$ cat src/rtl/dpll_pkg.sv
// Shared definitions for the DPLL search sequencer.
//   MAX_VARS      : maximum variable count and decision depth (trail stack depth)
//   MAX_VARS_BITS : index width; 2**MAX_VARS_BITS > MAX_VARS so an index can equal num_vars
//   ctrl_state_t  : sequencer state encoding
//   trail_entry_t : one decision on the trail {dec_idx, var_idx, val, flipped}
package dpll_pkg;

  localparam int unsigned MAX_VARS      = 16;
  localparam int unsigned MAX_VARS_BITS = 5;

  typedef logic [MAX_VARS_BITS-1:0] idx_t;

  typedef enum logic [2:0] {
    StIdle,
    StInit,
    StDecide,
    StProp,
    StBacktrack,
    StSat,
    StUnsat
  } ctrl_state_t;

  typedef struct packed {
    idx_t dec_idx;  // decider position the decision was taken at
    idx_t var_idx;  // decided variable
    logic val;      // currently assigned value
    logic flipped;  // both polarities have now been tried
  } trail_entry_t;

endpackage

$ cat src/rtl/dpll_control_dec_trail_stack.sv
// Decision trail stack.
//   clk_i, rst_ni  : clock, asynchronous active-low clear of the stack pointer
//   clear_i        : synchronous empty
//   push_i         : push push_entry_i (ignored when full)
//   pop_i          : discard the top entry (ignored when empty)
//   flip_i         : mark the top entry flipped and invert its value (ignored when empty)
//   top_o          : current top entry ('0 when empty)
//   sp_o           : number of entries held (0..MAX_VARS)
//   empty_o/full_o : occupancy flags
// Operation priority: clear, push, pop, flip.
module dec_trail_stack
  import dpll_pkg::*;
(
  input  logic         clk_i,
  input  logic         rst_ni,
  input  logic         clear_i,
  input  logic         push_i,
  input  logic         pop_i,
  input  logic         flip_i,
  input  trail_entry_t push_entry_i,
  output trail_entry_t top_o,
  output idx_t         sp_o,
  output logic         empty_o,
  output logic         full_o
);

  localparam int unsigned AddrW = $clog2(MAX_VARS);

  trail_entry_t mem_q [MAX_VARS];
  idx_t         sp_q, sp_d;
  logic [AddrW-1:0] top_addr;
  logic [AddrW-1:0] wr_addr;
  trail_entry_t flipped_entry;

  assign empty_o  = (sp_q == '0);
  assign full_o   = (sp_q == MAX_VARS_BITS'(MAX_VARS));
  assign top_addr = AddrW'(sp_q - 1'b1);
  assign wr_addr  = AddrW'(sp_q);
  assign top_o    = empty_o ? '0 : mem_q[top_addr];
  assign sp_o     = sp_q;

  always_comb begin
    flipped_entry         = mem_q[top_addr];
    flipped_entry.flipped = 1'b1;
    flipped_entry.val     = ~mem_q[top_addr].val;
  end

  always_comb begin
    sp_d = sp_q;
    if (clear_i) begin
      sp_d = '0;
    end else if (push_i && !full_o) begin
      sp_d = sp_q + 1'b1;
    end else if (pop_i && !empty_o) begin
      sp_d = sp_q - 1'b1;
    end
  end

  always_ff @(posedge clk_i or negedge rst_ni) begin
    if (!rst_ni) begin
      sp_q <= '0;
    end else begin
      sp_q <= sp_d;
    end
  end

  // Storage needs no reset: entries above sp are never observed.
  always_ff @(posedge clk_i) begin
    if (!clear_i) begin
      if (push_i && !full_o) begin
        mem_q[wr_addr] <= push_entry_i;
      end else if (!pop_i && flip_i && !empty_o) begin
        mem_q[top_addr] <= flipped_entry;
      end
    end
  end

endmodule

$ cat src/rtl/dpll_control.sv
// DPLL search sequencer. Walks the decider through its variable list, issues each
// decision to the BCP engine, keeps a trail of decisions and on a conflict backtracks
// chronologically by flipping the most recent unflipped decision.
//   clock, reset        : system clock, asynchronous active-low reset
//   start, num_vars     : begin a solve of num_vars variables (only when not busy)
//   dec_*               : decider control (advance / reposition) and its current position
//   bcp_*               : assignment request to BCP and its done/conflict response
//   bt_valid, bt_level  : undo every assignment at level >= bt_level
//   busy, sat, unsat    : solve status
// All control and data outputs are registered, so a pulse decided in a state is seen
// by the decider and BCP during the following cycle.
module dpll_control
  import dpll_pkg::*;
(
  input  logic                     clock,
  input  logic                     reset,
  input  logic                     start,
  input  logic [MAX_VARS_BITS-1:0] num_vars,
  output logic                     dec_en,
  output logic                     dec_rw,
  output logic [MAX_VARS_BITS-1:0] back_dec_idx,
  input  logic [MAX_VARS_BITS-1:0] dec_idx_in,
  input  logic [MAX_VARS_BITS-1:0] var_idx_in,
  input  logic                     val_in,
  output logic                     bcp_req,
  output logic [MAX_VARS_BITS-1:0] bcp_var,
  output logic                     bcp_val,
  output logic [MAX_VARS_BITS-1:0] bcp_level,
  input  logic                     bcp_done,
  input  logic                     bcp_conflict,
  output logic                     bt_valid,
  output logic [MAX_VARS_BITS-1:0] bt_level,
  output logic                     busy,
  output logic                     sat,
  output logic                     unsat
);

  ctrl_state_t state_q, state_d;
  idx_t        num_vars_q, num_vars_d;

  logic dec_en_q, dec_en_d;
  logic dec_rw_q, dec_rw_d;
  idx_t back_dec_idx_q, back_dec_idx_d;
  logic bcp_req_q, bcp_req_d;
  idx_t bcp_var_q, bcp_var_d;
  logic bcp_val_q, bcp_val_d;
  idx_t bcp_level_q, bcp_level_d;
  logic bt_valid_q, bt_valid_d;
  idx_t bt_level_q, bt_level_d;

  logic         stk_clear, stk_push, stk_pop, stk_flip;
  trail_entry_t stk_push_entry, stk_top;
  idx_t         stk_sp;
  logic         stk_empty, stk_full;

  logic idle_like;
  logic all_decided;

  assign idle_like   = (state_q == StIdle) || (state_q == StSat) || (state_q == StUnsat);
  assign all_decided = (dec_idx_in == num_vars_q);

  dec_trail_stack u_trail (
    .clk_i        (clock),
    .rst_ni       (reset),
    .clear_i      (stk_clear),
    .push_i       (stk_push),
    .pop_i        (stk_pop),
    .flip_i       (stk_flip),
    .push_entry_i (stk_push_entry),
    .top_o        (stk_top),
    .sp_o         (stk_sp),
    .empty_o      (stk_empty),
    .full_o       (stk_full)
  );

  // State register.
  always_ff @(posedge clock or negedge reset) begin
    if (!reset) begin
      state_q    <= StIdle;
      num_vars_q <= '0;
    end else begin
      state_q    <= state_d;
      num_vars_q <= num_vars_d;
    end
  end

  // Next-state logic.
  always_comb begin
    state_d    = state_q;
    num_vars_d = num_vars_q;
    case (state_q)
      StIdle, StSat, StUnsat: begin
        if (start) begin
          state_d    = StInit;
          num_vars_d = num_vars;
        end
      end
      StInit:   state_d = StDecide;
      StDecide: state_d = all_decided ? StSat : StProp;
      StProp: begin
        if (bcp_done) begin
          state_d = bcp_conflict ? StBacktrack : StDecide;
        end
      end
      StBacktrack: begin
        if (stk_empty) begin
          state_d = StUnsat;
        end else if (!stk_top.flipped) begin
          state_d = StProp;
        end
      end
      default: state_d = StIdle;
    endcase
  end

  // Output and trail-control logic; data outputs hold their last issued value.
  always_comb begin
    dec_en_d       = 1'b0;
    dec_rw_d       = dec_rw_q;
    back_dec_idx_d = back_dec_idx_q;
    bcp_req_d      = 1'b0;
    bcp_var_d      = bcp_var_q;
    bcp_val_d      = bcp_val_q;
    bcp_level_d    = bcp_level_q;
    bt_valid_d     = 1'b0;
    bt_level_d     = bt_level_q;
    stk_clear      = 1'b0;
    stk_push       = 1'b0;
    stk_pop        = 1'b0;
    stk_flip       = 1'b0;
    stk_push_entry = '{dec_idx: dec_idx_in, var_idx: var_idx_in, val: val_in, flipped: 1'b0};
    case (state_q)
      StIdle, StSat, StUnsat: begin
        if (start) begin
          stk_clear      = 1'b1;
          dec_en_d       = 1'b1;
          dec_rw_d       = 1'b1;
          back_dec_idx_d = '0;
        end
      end
      StDecide: begin
        if (!all_decided) begin
          stk_push    = ~stk_full;
          bcp_req_d   = 1'b1;
          bcp_var_d   = var_idx_in;
          bcp_val_d   = val_in;
          bcp_level_d = stk_sp + 1'b1;
          dec_en_d    = 1'b1;
          dec_rw_d    = 1'b0;
        end
      end
      StBacktrack: begin
        if (!stk_empty) begin
          bt_valid_d = 1'b1;
          bt_level_d = stk_sp;
          if (stk_top.flipped) begin
            stk_pop = 1'b1;
          end else begin
            // Try the other polarity and restart the decider just past this variable.
            stk_flip       = 1'b1;
            bcp_req_d      = 1'b1;
            bcp_var_d      = stk_top.var_idx;
            bcp_val_d      = ~stk_top.val;
            bcp_level_d    = stk_sp;
            dec_en_d       = 1'b1;
            dec_rw_d       = 1'b1;
            back_dec_idx_d = stk_top.dec_idx + 1'b1;
          end
        end
      end
      default: ;
    endcase
  end

  always_ff @(posedge clock or negedge reset) begin
    if (!reset) begin
      dec_en_q       <= 1'b0;
      dec_rw_q       <= 1'b0;
      back_dec_idx_q <= '0;
      bcp_req_q      <= 1'b0;
      bcp_var_q      <= '0;
      bcp_val_q      <= 1'b0;
      bcp_level_q    <= '0;
      bt_valid_q     <= 1'b0;
      bt_level_q     <= '0;
    end else begin
      dec_en_q       <= dec_en_d;
      dec_rw_q       <= dec_rw_d;
      back_dec_idx_q <= back_dec_idx_d;
      bcp_req_q      <= bcp_req_d;
      bcp_var_q      <= bcp_var_d;
      bcp_val_q      <= bcp_val_d;
      bcp_level_q    <= bcp_level_d;
      bt_valid_q     <= bt_valid_d;
      bt_level_q     <= bt_level_d;
    end
  end

  assign dec_en       = dec_en_q;
  assign dec_rw       = dec_rw_q;
  assign back_dec_idx = back_dec_idx_q;
  assign bcp_req      = bcp_req_q;
  assign bcp_var      = bcp_var_q;
  assign bcp_val      = bcp_val_q;
  assign bcp_level    = bcp_level_q;
  assign bt_valid     = bt_valid_q;
  assign bt_level     = bt_level_q;
  assign busy         = !idle_like;
  assign sat          = (state_q == StSat);
  assign unsat        = (state_q == StUnsat);

endmodule

$ cat config.mk
export PLATFORM = sky130hd
export DESIGN_NAME = dpll_control
export DESIGN_NICKNAME = d
export VERILOG_FILES = /design/src/rtl/dpll_pkg.sv /design/src/rtl/dpll_control_dec_trail_stack.sv /design/src/rtl/dpll_control.sv
export SDC_FILE = /design/constraint.sdc
export NUM_CORES = 1
export LEC_CHECK = 0
export CAP_MARGIN = 20
export CORE_MARGIN = 2
export CORE_UTILIZATION = 55
export DETAILED_ROUTE_END_ITERATION = 12
export MAX_ROUTING_LAYER = met4
export PLACE_DENSITY_LB_ADDON = 0.12
export RECOVER_POWER = 50
export SLEW_MARGIN = 5
export SYNTH_ARGS = -nofsm -noshare
export SYNTH_HDL_FRONTEND = slang
export SYNTH_SLANG_ARGS = --single-unit
export TNS_END_PERCENT = 100
$ cat constraint.sdc
create_clock -name clock -period 4.94 [get_ports clock]
set_input_delay 0.741 -clock clock [delete_from_list [all_inputs] [get_ports clock]]
set_output_delay 0.741 -clock clock [all_outputs]
set_load 0.02 [all_outputs]
== Word level (Yosys, flattened, before mapping) ==
Memories as Yosys holds them, arrays and structs flattened.
Cells that the tools add are included.
Word-level totals
  input bits: 21
  logic and storage cells: 115
  bits in registers: 38
  bits in latches: 0
  bits in read-only memories: 0
  output and inout bits: 28
  memory bits (writable): 192
  memories kept: 1
Operators by class
  multipliers: 0
  equal/unequal tests: 14
  reductions and logical operators: 24
  bitwise gates (word level): 4
  mux-type cells: 57
  shifts and indexed selects: 0
  order comparisons: 0
  divide/modulo/power cells: 0
  add/sub/neg operators: 3
Memories
  u_trail.mem_q: words 16, bits a word 12, rd ports 1, clocked after memory_dff 0, wr ports 1, RTL line dpll_control_dec_trail_stack.sv:29  | trail_entry_t mem_q [MAX_VARS];
Operators by type and width (number)
  two-way mux 5 bit: 12
  one-hot mux 5 bit (2 select lines): 3
  two-way mux 1 bit: 28
  two-way mux 12 bit: 2
  two-way mux 3 bit: 6
  one-hot mux 3 bit (5 select lines): 1
  OR reduction 12 bit: 1
  adder 5 x 1 -> 5 bit (second input constant): 2
  != test 2 bit (second input constant): 5
  equality test 3 bit (second input constant): 3
  AND reduction 4 bit: 2
  equality test 3 x 2 -> 1 bit (second input constant): 2
  one-hot mux 1 bit (3 select lines): 2
  nonzero test 3 bit: 2
  equality test 5 bit: 1
  equality test 5 bit (second input constant): 1
  logical NOT 5 bit: 1
  AND reduction 5 bit: 1
  subtractor 5 x 1 -> 5 bit (second input constant): 1
  logical AND 1 bit: 4
  logical NOT 1 bit: 4
  two-way mux 4 bit: 1
  NOT 1 bit: 4
  one-hot mux 1 bit (2 select lines): 2
  other kinds (8): 11

== Logic depth before layout (Yosys ltp) ==
An unclocked memory read counts as a cell.
  depth after elaboration: 15
  mapped depth: 16
  depth with buffers taken out: 11

== Cells and area by module ==
From an unflattened synthesis, not the netlist that was laid out.
Second synthesis, totals
  cells, all modules: 577
  area, all modules: 9933.3 µm²
Modules (own cells, without submodules)
  dec_trail_stack: area each 8179.1 µm², sequential area each 5890.6 µm², times used 1, cells each 416
  dpll_control: area each 1754.2 µm², sequential area each 825.8 µm², times used 1, cells each 161

== Worst setup path before layout ==
Ideal clock, no wire load.
  kind: flip-flop to flip-flop
  from: reg u_trail.sp_q[0] (netlist: u_trail.sp_o[0])
  to: mem u_trail.mem_q[1][0] (netlist bit) (enable)
  slack: 1.151 ns
  arrival: 3.409 ns
  period minus slack after synthesis: 3.789 ns
  path buffers: 4
  data required time: 4.560 ns
  setup time: 0.380 ns
  stages on the path, launching flop included: 13
  path through: dfrtp_1 -> buf_6 -> inv_1 -> clkbuf_1 -> ha_1 -> buf_6 -> buf_6 -> mux2i_1 -> mux4_2 -> mux2i_4 -> o21ai_0 -> o2bb2a_1 -> nor2_1
On the way
  longest elaborated chain between the ends: 15
  elaborated cells between the ends (all ways): 30
  classes of those cells: add/sub: 1; eq/ne: 1; mux: 18; bitwise: 1; reduce/logical: 8; memory: 1
RTL lines
  from (decl): RTL line dpll_control_dec_trail_stack.sv:30  | idx_t sp_q, sp_d;
  from (signal assigned): RTL line dpll_control_dec_trail_stack.sv:63  | sp_q <= sp_d;
  subtractor 5 x 1 -> 5 bit: RTL line dpll_control_dec_trail_stack.sv:37  | assign top_addr = AddrW'(sp_q - 1'b1);
  memory read (16 x 12 bit)
  two-way mux 12 bit: RTL line dpll_control_dec_trail_stack.sv:39  | assign top_o = empty_o ? '0 : mem_q[top_addr];
  two-way mux 1 bit: RTL line dpll_control.sv:156  | if (stk_top.flipped) begin
  two-way mux 1 bit: RTL line dpll_control.sv:153  | if (!stk_empty) begin
  two-way mux 1 bit: RTL line dpll_control.sv:132  | case (state_q)
  logical NOT 1 bit: RTL line dpll_control_dec_trail_stack.sv:72  | end else if (!pop_i && flip_i && !empty_o) begin
  logical AND 1 bit (2 in series): RTL line dpll_control_dec_trail_stack.sv:72
  two-way mux 1 bit: RTL line dpll_control_dec_trail_stack.sv:72
  two-way mux 1 bit: RTL line dpll_control_dec_trail_stack.sv:70  | if (push_i && !full_o) begin
  two-way mux 1 bit: RTL line dpll_control_dec_trail_stack.sv:69  | if (!clear_i) begin
  two-way mux 1 bit (implied by the code): RTL line dpll_control_dec_trail_stack.sv:73  | mem_q[top_addr] <= flipped_entry;
  OR reduction 12 bit (no line)
  two-way mux 4 bit (no line) or two-way mux 1 bit (tied branches)
  to (decl): RTL line dpll_control_dec_trail_stack.sv:29
Parallel ways exist; a longest one is shown, timed or not.

==> reports/results.txt <==
For the peak ir drop on the vdd network, the log shows 0.000391 V. Placed wire-length estimate after detailed placement: 13600 microns. The final antenna-violating net count came out at 0.

The area growth from synthesis to layout is 15.2%. The run finished, with violations left. H-tree depth: 1.

The min-delay analysis places its worst path in the category register to register. The number of enable-type register cells in the synthesized netlist is 192. In this run, the number of DRC markers left after iteration 0 of detailed routing was 445. The count of instances resized after the clock tree is built is 0. The proportion of layout cells with a drive suffix above 1 is 0.161, and the buffering stage count on the worst path with inverters included is 3.

Synthesis produced a netlist with a net count of 616. For this block, the via count after detailed routing is 5362. Power comes to 7.22 mW.

Yosys attributes the largest share of cell area to edfxtp_1, mux4_2, dfrtp_1, mux2i_1, nand2_1. After clock tree synthesis, the clock-pin slew on the worst setup and hold paths is 0.06 ns. Relative slew slack: -0.310. Traced cell by cell, the critical path runs through inv_1 -> ha_1 -> xor2_1 -> clkbuf_1 -> mux4_2 -> nand2b_1 -> a311o_1 -> o21ai_0 -> clkbuf_1. The transition time of the tightest slew-check pin works out to 1.97 ns. The share of flip-flops with an asynchronous set or reset is 0.165. Dominant delay contributor by cell family on the critical path: buffers and inverters. In the final routed layout, each cell accounts on average for 22.4 microns. The run gives 0.0114 ns as the worst clock skew on the final layout.

Total routing usage reported by global routing: 0.231. The logs give 0 for the synthesis warning total and 0 for the initial antenna violation count. By startpoint and endpoint, the worst setup path is classified as register to register.

The logs give 0.851 for the weighted congestion reported at the end of routability-driven placement and 48 for the number of rows in the core area. The shortest period the worst path allows was 4.33 ns; the synthesized netlist cell count was 591. In this run the standard cell core region covers 17200 sq um.

Area fraction of the dominant cell type after synthesis: 0.596. Element type at the critical path start: a register. Setup violations remaining at the end of the flow were counted as 0. The routed wire length is 20300 microns. For the worst-skew pair, the clock arrives at the later sink with an insertion delay of 0.51 ns. The largest single stage delay on the critical path is 0.92 ns. The die is 137 microns wide.

The run gives 4.53 ns as the critical path arrival. The number of buffers created by CTS was 24; the number of buffers inserted by post-CTS setup repair was 0. For this design the top-level I/O count stands at 49. The tools report the die outline area as 18700 sq um. Of all cell types, the one taking the most synthesized area is edfxtp_1.

The first global-routing pass estimated 31100 microns of wire. At the end of the flow, the number of nets in the layout was 687. Hold repair after CTS inserted 0 buffers. Timing would allow up to 0.231 GHz. In the synthesized netlist, the cells that appear most often are edfxtp_1, nand2_1, mux4_2. The final cycle utilization of the critical path works out to 0.877. In the post-synthesis netlist, the cell with the most instances is edfxtp_1. The largest fanout on the critical path was 16. Among all flip-flop cells after synthesis, the most frequent one is edfxtp_1. After detailed routing, the number of remaining DRC violations is 0.

The tools report the clock root buffer as clkbuf_16. For the number of max-cap violations, the log shows 1. Synthesis inferred 230 register bits. After global routing the overflow that remains totals 0. The run gives 0 as the number of endpoints with negative hold slack in the final report. The die height is 137 microns. The pin count of the biggest net entering global routing is 46. Part of the Yosys area used for sequential elements: 0.694. TritonCTS built the clock tree. The cell that appears most often on the critical path is clkbuf_1. CTS sink count: 230. For this design, the slowest cell found on the critical path is xor2_1.

The tools report the final setup TNS as 0 ns. Summing every instance area after synthesis gives 9680 sq um. Before antenna repair, the detailed router went through 5 iterations.

The run gives 3 as the maximum clock insertion buffer count. The power per unit of standard cell area was 648 nW/um^2; the reg-to-reg setup timing slack was 0.61 ns. Initial standard-cell utilization of the core: 0.561. Number of global-route vias before repair: 5352. The required time of the critical path is 5.13 ns.

The worst setup path is captured at a register. The static leakage is 3.97 nW, and the mean post-synth cell area is 16.4 sq um. The port buffer count is 48, and the final max-slew violation count is 39.

0 antenna diodes ended up in the layout. The checks that failed: capacitance limit, slew limit. In the routed layout, each cell is associated on average with a via count of 5.94. Setup repair after global routing left no endpoint under its margin.

The synthesized netlist contains 58 unique library cells.
[cells in the final DEF (no fill, tap or decap), types with 3 or more instances in the layout]
cell / synthesis / layout
a22oi_1: 6 / 6
buf_4: 4 / 18
nand3_1: 3 / 3
o21ai_0: 13 / 13
mux2_2: 4 / 4
a31oi_1: 7 / 7
nand4_1: 3 / 3
clkinv_2: 0 / 4
clkinv_1: 0 / 3
mux4_2: 44 / 44
inv_1: 7 / 8
clkbuf_1: 9 / 17
xor2_1: 8 / 8
nor2_1: 42 / 42
a22o_1: 3 / 3
mux2i_1: 28 / 28
ha_1: 4 / 3
nand2b_1: 7 / 7
nand2_1: 59 / 59
and3_1: 5 / 5
and2_1: 8 / 8
clkdlybuf4s50_1: 0 / 19
dlygate4sd3_1: 0 / 28
a21oi_1: 23 / 23
nor3_1: 6 / 6
clkbuf_16: 0 / 25
edfxtp_1: 192 / 192
dfrtp_1: 38 / 37
nand3b_1: 3 / 3
xnor2_1: 7 / 7
a211oi_1: 7 / 8
[worst register-to-register path, stage by stage, from the launching register on]
cell and delay [ns]:
dfrtp_1 0.41, inv_1 0.20, ha_1 0.33, xor2_1 0.92
clkbuf_1 0.56, mux4_2 0.33, nand2b_1 0.06, a311o_1 0.38
o21ai_0 0.19, clkbuf_1 0.63
[registers in the layout, summed over array words and instances, names as in the netlist]
name / flops
back_dec_idx: 5
bcp_level: 5
bcp_req: 1
bcp_val: 1
bcp_var: 5
bt_level: 5
bt_valid: 1
dec_en: 1
dec_rw: 1
num_vars_q: 5
state_q: 3
u_trail.mem_q: 192
u_trail.sp_o: 5
[worst paths after layout]
kind | from | to | depth (start not counted)
min | bt_level[2] | bt_level[2] | 2
min reg2reg | bt_level[2] | bt_level[2] | 2
max reg2reg | u_trail.sp_o[1] | u_trail.mem_q[10][11] | 9
max | u_trail.sp_o[1] | u_trail.mem_q[10][11] | 9
max in group asynchronous | reset | u_trail.sp_o[0] | 1
min in group asynchronous | reset | dec_rw | 1
[where the power goes]
part	switching, mW	total, mW	internal [mW]
combinational	1.72	2.99	1.27
clock	0.686	1.66	0.978
sequential	0.132	2.57	2.44
total	2.54	7.22	4.68
[layer usage]
layer,global-route usage,up-vias,wire length [microns]
met5,-,-,0
met2,0.364,224,9740
met3,0.0278,33,1320
met4,0.0527,0,370
met1,0.328,2682,8830
li1,-,2423,-
[through the flow]
step / instances / utilization / cell area [sq um] / setup slack, ns / hold slack [ns]
finish: 903 / 0.647 / 11100 / 0.606 / 0.476
floorplan: 591 / - / 9680 / 1.15 / 0.445
global placement: 853 / 0.604 / 10400 / 0.690 / 0.469
global route: 903 / 0.647 / 11100 / 0.289 / 0.503
detailed placement: 854 / 0.605 / 10400 / 0.424 / 0.478
CTS: 896 / 0.648 / 11200 / 0.411 / 0.346
[kinds of logic (layout without fill, tap and decap cells)]
kind of cell,Yosys count,count (layout),share of synthesized area
DFF,230,230,0.694
and+or+nand+nor,146,146,0.0688
AOI/OAI and AO/OA,77,77,0.0544
muxes,77,77,0.138
buffers and inverters,40,127,0.0224
xor gates and xnor gates,17,17,0.0169
adders and majority gates,4,4,0.00517
[layout make-up]
class	count	area, sq um
timing repair buffer	77	666
fill	1200	6090
inverter	8	30.0
clock inverter	10	80.1
multi-input combinational	321	2720
tap	225	282
clock buffer	32	652
sequential	230	6720
No activity file was read; power rests on OpenSTA's default activity.
==> RTL edit 1, RTL diff (config.mk and constraints unchanged) <==
Set the package constant `MAX_VARS_BITS` to 10 (it was 5).
--- a/src/rtl/dpll_pkg.sv
+++ b/src/rtl/dpll_pkg.sv
@@ -7,5 +7,5 @@
 
   localparam int unsigned MAX_VARS      = 16;
-  localparam int unsigned MAX_VARS_BITS = 5;
+  localparam int unsigned MAX_VARS_BITS = 10;
 
   typedef logic [MAX_VARS_BITS-1:0] idx_t;
Ports: changed (7 resized); port bits go from 49 to 84. The function was not compared with the original's and may differ.
==> RTL edit 1 against the original RTL <==
The run still ends with capacitance limit, slew limit left; total power grew 83%; first-iteration DRC count rose by 120%; final cell count grew 78%; final area grew 82%; largest power group unchanged; combinational power is 83% higher; global-route usage rose by 3.3 points; setup slack got worse by 0.10 ns; critical path depth grew 3; sequential cell count increased by 190; sequential share of layout area rose by 0.41 points; routed wire length increased by 100%; area after synthesis is 81% higher.
==> RTL edit 1: results (changes against the original RTL) <==
sum_of_net_half_perimeters_after_detailed_placement_um: 25000  # +85%
synth_enable_flop_cells: 352  # +83%
worst_ir_drop_vdd_mv: 0.323  # -17%
crit_arrival_ns: 4.70  # +0.17 ns
post_synth_most_frequent_cells: "sky130_fd_sc_hd__edfxtp_1 (352), sky130_fd_sc_hd__nand2_1 (113), sky130_fd_sc_hd__mux4_2 (83), sky130_fd_sc_hd__dfrtp_1 (68), sky130_fd_sc_hd__nor2_1 (67)"
number_of_flip_flops_in_the_largest_register: 352  # +83%
critPathLaunch: "u_trail.sp_o[1]"
ctsRootBufferMaster: "sky130_fd_sc_hd__clkbuf_16"
predominant_post_synthesis_flop_cell: "sky130_fd_sc_hd__edfxtp_1"
violations: "capacitance limit, slew limit"
gp_congestion: 0.839  # -1.4%
fillerInstances: 2231  # +86%
hold_start: "bt_level[2]"
insertion_delay_ns: 0.54  # +0.03 ns
ff2ff_path_depth: 12  # +3
drt_pass1_iterations: 5  # unchanged
drt_iter0_markers: 986  # +120%
cts-buffers-inserted: 42  # +75%
total_number_of_vias: 10000  # +87%
buffer_ports.inserted: 83  # +73%
first_pass_grt_wire_length_um: 62900  # +100%
clkSlewWorstSetupHoldPaths_ns: 0.06  # about the same
synth.top_cells.by_area: "sky130_fd_sc_hd__edfxtp_1 (60%), sky130_fd_sc_hd__mux4_2 (11%), sky130_fd_sc_hd__dfrtp_1 (9.7%)"
reg2reg_slack_ns: 0.50  # -0.10 ns
worstMarginPinSlew_ns: 2.46  # +0.490 ns
fin_skew_ns: 0.0133  # +0.00184 ns
maxCapViolCount: 2  # +1
min-delay-path-class: "reg -> reg"
postSynth.asyncResetShare_pct: 16.2  # -0.33 points
clock_path_buffers: 3  # unchanged
crit-reg2reg-capture: "u_trail.mem_q[2][3]"
total_number_of_nets_in_the_final_design: 1216  # +77%
result_of_the_run: "finished, violations left"
cts.htree.levels: 2  # +1
synthesis.nets: 1112  # +81%
report.final.slew_viol_count: 71  # +82%
synth_sequential_area_ratio_pct: 69.9  # +0.48 points
p_leak_nw: 7.00  # +76%
registers.top_by_ff_count: "u_trail.mem_q"
rr_startpoint: "u_trail.sp_o[1]"
cell_area_reported_after_detailed_placement_mm2: 0.0190  # +82%
layout-drive-gt1-share_pct: 18.0  # +1.9 points
wirelength_per_cell_um: 25.8  # +15%
track_usage_pct: 26.4  # +3.3 points
maximum_fanout_along_the_worst_path: 24  # +8
ys_types: 64  # +10%
grt_start_max_net_pins: 110  # +140%
==> RTL edit 1: cell types whose count changed after synthesis, sizes merged, moves of 17 or more <==
cell	change
edfxtp	+160
nand2	+54
mux4	+41
dfrtp	+30
clkbuf	+29
nor2	+25
nor3b	+17
==> RTL edit 1: logic make-up (layout without fill, tap and decap cells) <==
| logic type | Yosys count | in the layout | share of synthesized area (%) |
|---|---|---|---|
| and+or+nand+nor | 288 | 288 | 7.80 |
| DFF | 420 | 420 | 69.9 |
| buffers and inverters | 81 | 214 | 2.37 |
| AOI/OAI and AO/OA | 122 | 122 | 4.62 |
| adders and majority gates | 3 | 3 | 0.214 |
| muxes | 129 | 129 | 13.5 |
| xor gates and xnor gates | 30 | 30 | 1.60 |
==> RTL edit 1: worst max-delay path by stage <==
stage / to
finish: u_trail.mem_q[2][3]
global route: bcp_var[5]
CTS: u_trail.mem_q[6][16]
detailed placement: u_trail.mem_q[6][4]
global placement: u_trail.mem_q[6][2]
floorplan: u_trail.mem_q[11][0]
==> RTL edit 1: power breakdown <==
part	leakage [nW]	switching (W)	internal, W	total (W)
Sequential	4.04	0.000255	0.00441	0.00467
Clock	0.642	0.00128	0.00176	0.00304
Combinational	2.32	0.00328	0.00220	0.00548
==> RTL edit 1: final cells by class <==
cell class                 instances  share of cell area, %
clock buffer                      57                   5.77
timing repair buffer             130                   5.82
multi-input combinational        572                   24.4
tap                              402                   2.49
clock inverter                    16                  0.692
inverter                          11                  0.204
sequential                       420                   60.7
==> RTL edit 1: routing by layer <==
metal,wire (um),GRT usage (%),up-vias
li1,-,-,4400
met1,17500,36.6,5120
met2,19800,41.2,423
met3,3090,4.05,75
met4,1060,7.48,0
met5,0,-,-
==> RTL edit 1: through the flow <==
stage	util (%)	setup WS [ns]	power, W	std cells	hold slack (ns)
floorplan	-	0.735	0.00863	1073	0.445
global placement	60.3	0.929	0.0103	1535	0.467
detailed placement	60.3	0.877	0.0103	1535	0.477
CTS	64.5	0.873	0.0134	1608	0.407
global route	64.3	0.329	0.0138	1608	0.512
finish	64.3	0.501	0.0132	1608	0.474
==> RTL edit 1: critical path: stages, from the launching register on <==
cell and delay, ns:
sky130_fd_sc_hd__dfrtp_1 0.50, sky130_fd_sc_hd__inv_1 0.20, sky130_fd_sc_hd__ha_4 0.25, sky130_fd_sc_hd__nor3b_1 0.33, sky130_fd_sc_hd__nor2b_1 0.24, sky130_fd_sc_hd__nand3_1 0.27, sky130_fd_sc_hd__nand2_1 0.19, sky130_fd_sc_hd__inv_1 0.08
sky130_fd_sc_hd__clkbuf_1 0.58, sky130_fd_sc_hd__and4b_1 0.48, sky130_fd_sc_hd__nor3_1 0.67, sky130_fd_sc_hd__nor2_2 0.10, sky130_fd_sc_hd__buf_4 0.27
==> RTL edit 2, RTL diff (config.mk and constraints unchanged) <==
Without the edit above. Register the output `bt_level` once more; this adds one clock of latency there. The other outputs are not delayed to match.
--- a/src/rtl/dpll_control.sv
+++ b/src/rtl/dpll_control.sv
@@ -205,5 +205,7 @@
   assign bcp_level    = bcp_level_q;
   assign bt_valid     = bt_valid_q;
-  assign bt_level     = bt_level_q;
+  always_ff @(posedge clock) begin
+    bt_level <= bt_level_q;
+  end
   assign busy         = !idle_like;
   assign sat          = (state_q == StSat);
Behaviour: not the same (a bounded check fails within 10 cycles, from zero or initial values and one cycle with reset low).
==> RTL edit 2 against the original RTL <==
The flow still finishes with violations (capacitance limit, slew limit); area after synthesis is 2.5% higher; synthesized cell count is 3.6% higher; via count is 4.7% higher; final cell count is 3.7% higher; total power is 4.5% higher; sequential cell count is 5 higher; routed wire length is 7.2% higher; setup slack worse by 0.094 ns; die area is 2.4% higher; final area is 3.3% higher; global-route usage is 0.67 points higher; critical path depth stayed put; fmax is 2.1% lower; largest power group unchanged.
==> RTL edit 2: results (changes against the original RTL) <==
drt_iter0_markers: 489  # +9.9%
fillerInstances: 1231  # +2.6%
total_number_of_nets_in_the_final_design: 714  # +3.9%
buffer_ports.inserted: 48  # unchanged
min-delay-path-class: "reg -> reg"
n_antenna_cell: 0  # unchanged
maximum_fanout_along_the_worst_path: 14  # -2
sequentialPower_w: 0.00264  # +3%
place_ws_ns: 0.507  # +0.0830 ns
number_of_flip_flops_in_the_largest_register: 192  # unchanged
number_of_global_route_vias_before_repair: 5730  # +7.1%
yosys_warnings: 0  # unchanged
post_synth_most_frequent_cells: "sky130_fd_sc_hd__edfxtp_1 (192), sky130_fd_sc_hd__nand2_1 (60), sky130_fd_sc_hd__nor2_1 (46), sky130_fd_sc_hd__dfrtp_1 (38), sky130_fd_sc_hd__mux4_2 (36)"
synth.top_cells.by_area: "sky130_fd_sc_hd__edfxtp_1 (58%), sky130_fd_sc_hd__dfrtp_1 (9.6%), sky130_fd_sc_hd__mux4_2 (8.2%)"
routed_via_density: 6.00  # +1.0%
track_usage_pct: 23.7  # +0.67 points
wirelength_per_cell_um: 23.2  # +3.4%
intPower_w: 0.00493  # +5.3%
postSynth.asyncResetShare_pct: 16.2  # -0.35 points
worst_ir_drop_vdd_mv: 0.370  # -5.5%
synth_sequential_area_ratio_pct: 68.7  # -0.65 points
m1WireLength_um: 9670  # +9.5%
drt_pass1_iterations: 5  # unchanged
ys_types: 62  # +6.9%
path_delay_family: "multiplexers"
cts_resized: 0  # unchanged
met2_wirelength_um: 10400  # +6.5%
gr-total-overflow: 0  # unchanged
synthesis.nets: 637  # +3.4%
layout-drive-gt1-share_pct: 14.4  # -1.6 points
gp_congestion: 0.883  # +3.8%
maxCapViolCount: 1  # unchanged
fin_skew_ns: 0.0119  # +0.000441 ns
first_pass_grt_wire_length_um: 34200  # +10%
fin_hold_ws_ns: 0.370  # -0.107 ns
cts.repair_timing.setup_buffer_count: 0  # unchanged
cp_slowest_stage_delay_ns: 0.66  # -0.26 ns
pwr-share-clk_pct: 25.0  # +2.0 points
clock_path_buffers: 3  # unchanged
fin_ws_ns: 0.512  # -0.0940 ns
sum_of_net_half_perimeters_after_detailed_placement_um: 14800  # +8.9%
violations: "capacitance limit, slew limit"
report.final.slew_viol_count: 39  # unchanged
initial_antenna_violation_count: 0  # unchanged
synth_enable_flop_cells: 192  # unchanged
routed_met3_length_um: 1370  # +3.5%
cell_area_reported_after_detailed_placement_mm2: 0.0107  # +2.5%
worstMarginPinSlew_ns: 2.01  # +0.0483 ns
grt_start_max_net_pins: 46  # unchanged
p_leak_nw: 4.17  # +5.0%
crit_arrival_ns: 4.64  # +0.11 ns
slowest_stage: "sky130_fd_sc_hd__nor2_1"
switching_share_pct: 34.7  # -0.51 points
result_of_the_run: "finished, violations left"
[RTL edit 2: cell types whose count changed after synthesis, sizes merged, moves of 3 or more]
cell / delta
a21oi: +7
a31oi: -4
dfxtp: +5
nand2b: -3
nor2: +4
nor2b: +4
[RTL edit 2: kinds of logic (layout without fill, tap and decap cells)]
family | after synthesis | in the layout | share of synthesized area [%]
adders and majority gates | 4 | 4 | 0.505
DFF | 235 | 235 | 68.7
AOI/OAI and AO/OA | 88 | 88 | 5.88
muxes | 77 | 77 | 13.8
buffers and inverters | 42 | 137 | 2.33
and+or+nand+nor | 149 | 149 | 6.75
xor gates and xnor gates | 17 | 17 | 1.96
[RTL edit 2: per-layer routing]
layer  global-route usage (%)  vias to the layer above
met4                     4.94                        0
li1                         -                     2523
met1                     33.9                     2857
met2                     36.2                      209
met5                        -                        -
met3                     4.95                       26
[RTL edit 2: cell type report]
class	instances	area (um^2)	area share, %
Sequential cell	235	6820	59.2
Multi-Input combinational cell	335	2840	24.6
Timing Repair Buffer	83	711	6.17
Clock buffer	28	637	5.53
Tap cell	229	287	2.49
Clock inverter	16	196	1.71
Inverter	10	37.5	0.326
[RTL edit 2: final timing paths]
kind	from	to	cells after the start
setup / recovery	u_trail.sp_o[1]	u_trail.mem_q[10][3]	9
setup reg to reg	u_trail.sp_o[1]	u_trail.mem_q[10][3]	9
hold / removal	bt_level_q[0]	bt_level[0]	0
min in group asynchronous	reset	back_dec_idx[3]	1
hold reg to reg	bt_level_q[0]	bt_level[0]	0
max in group asynchronous	reset	u_trail.sp_o[0]	1
[RTL edit 2: through the flow]
step           utilization (%)  std cells
3_3_place_gp              59.8        882
4_1_cts                   64.6        928
2_1_floorplan                -        612
6_report                  64.6        936
5_1_grt                   64.6        936
3_5_place_dp              59.9        884
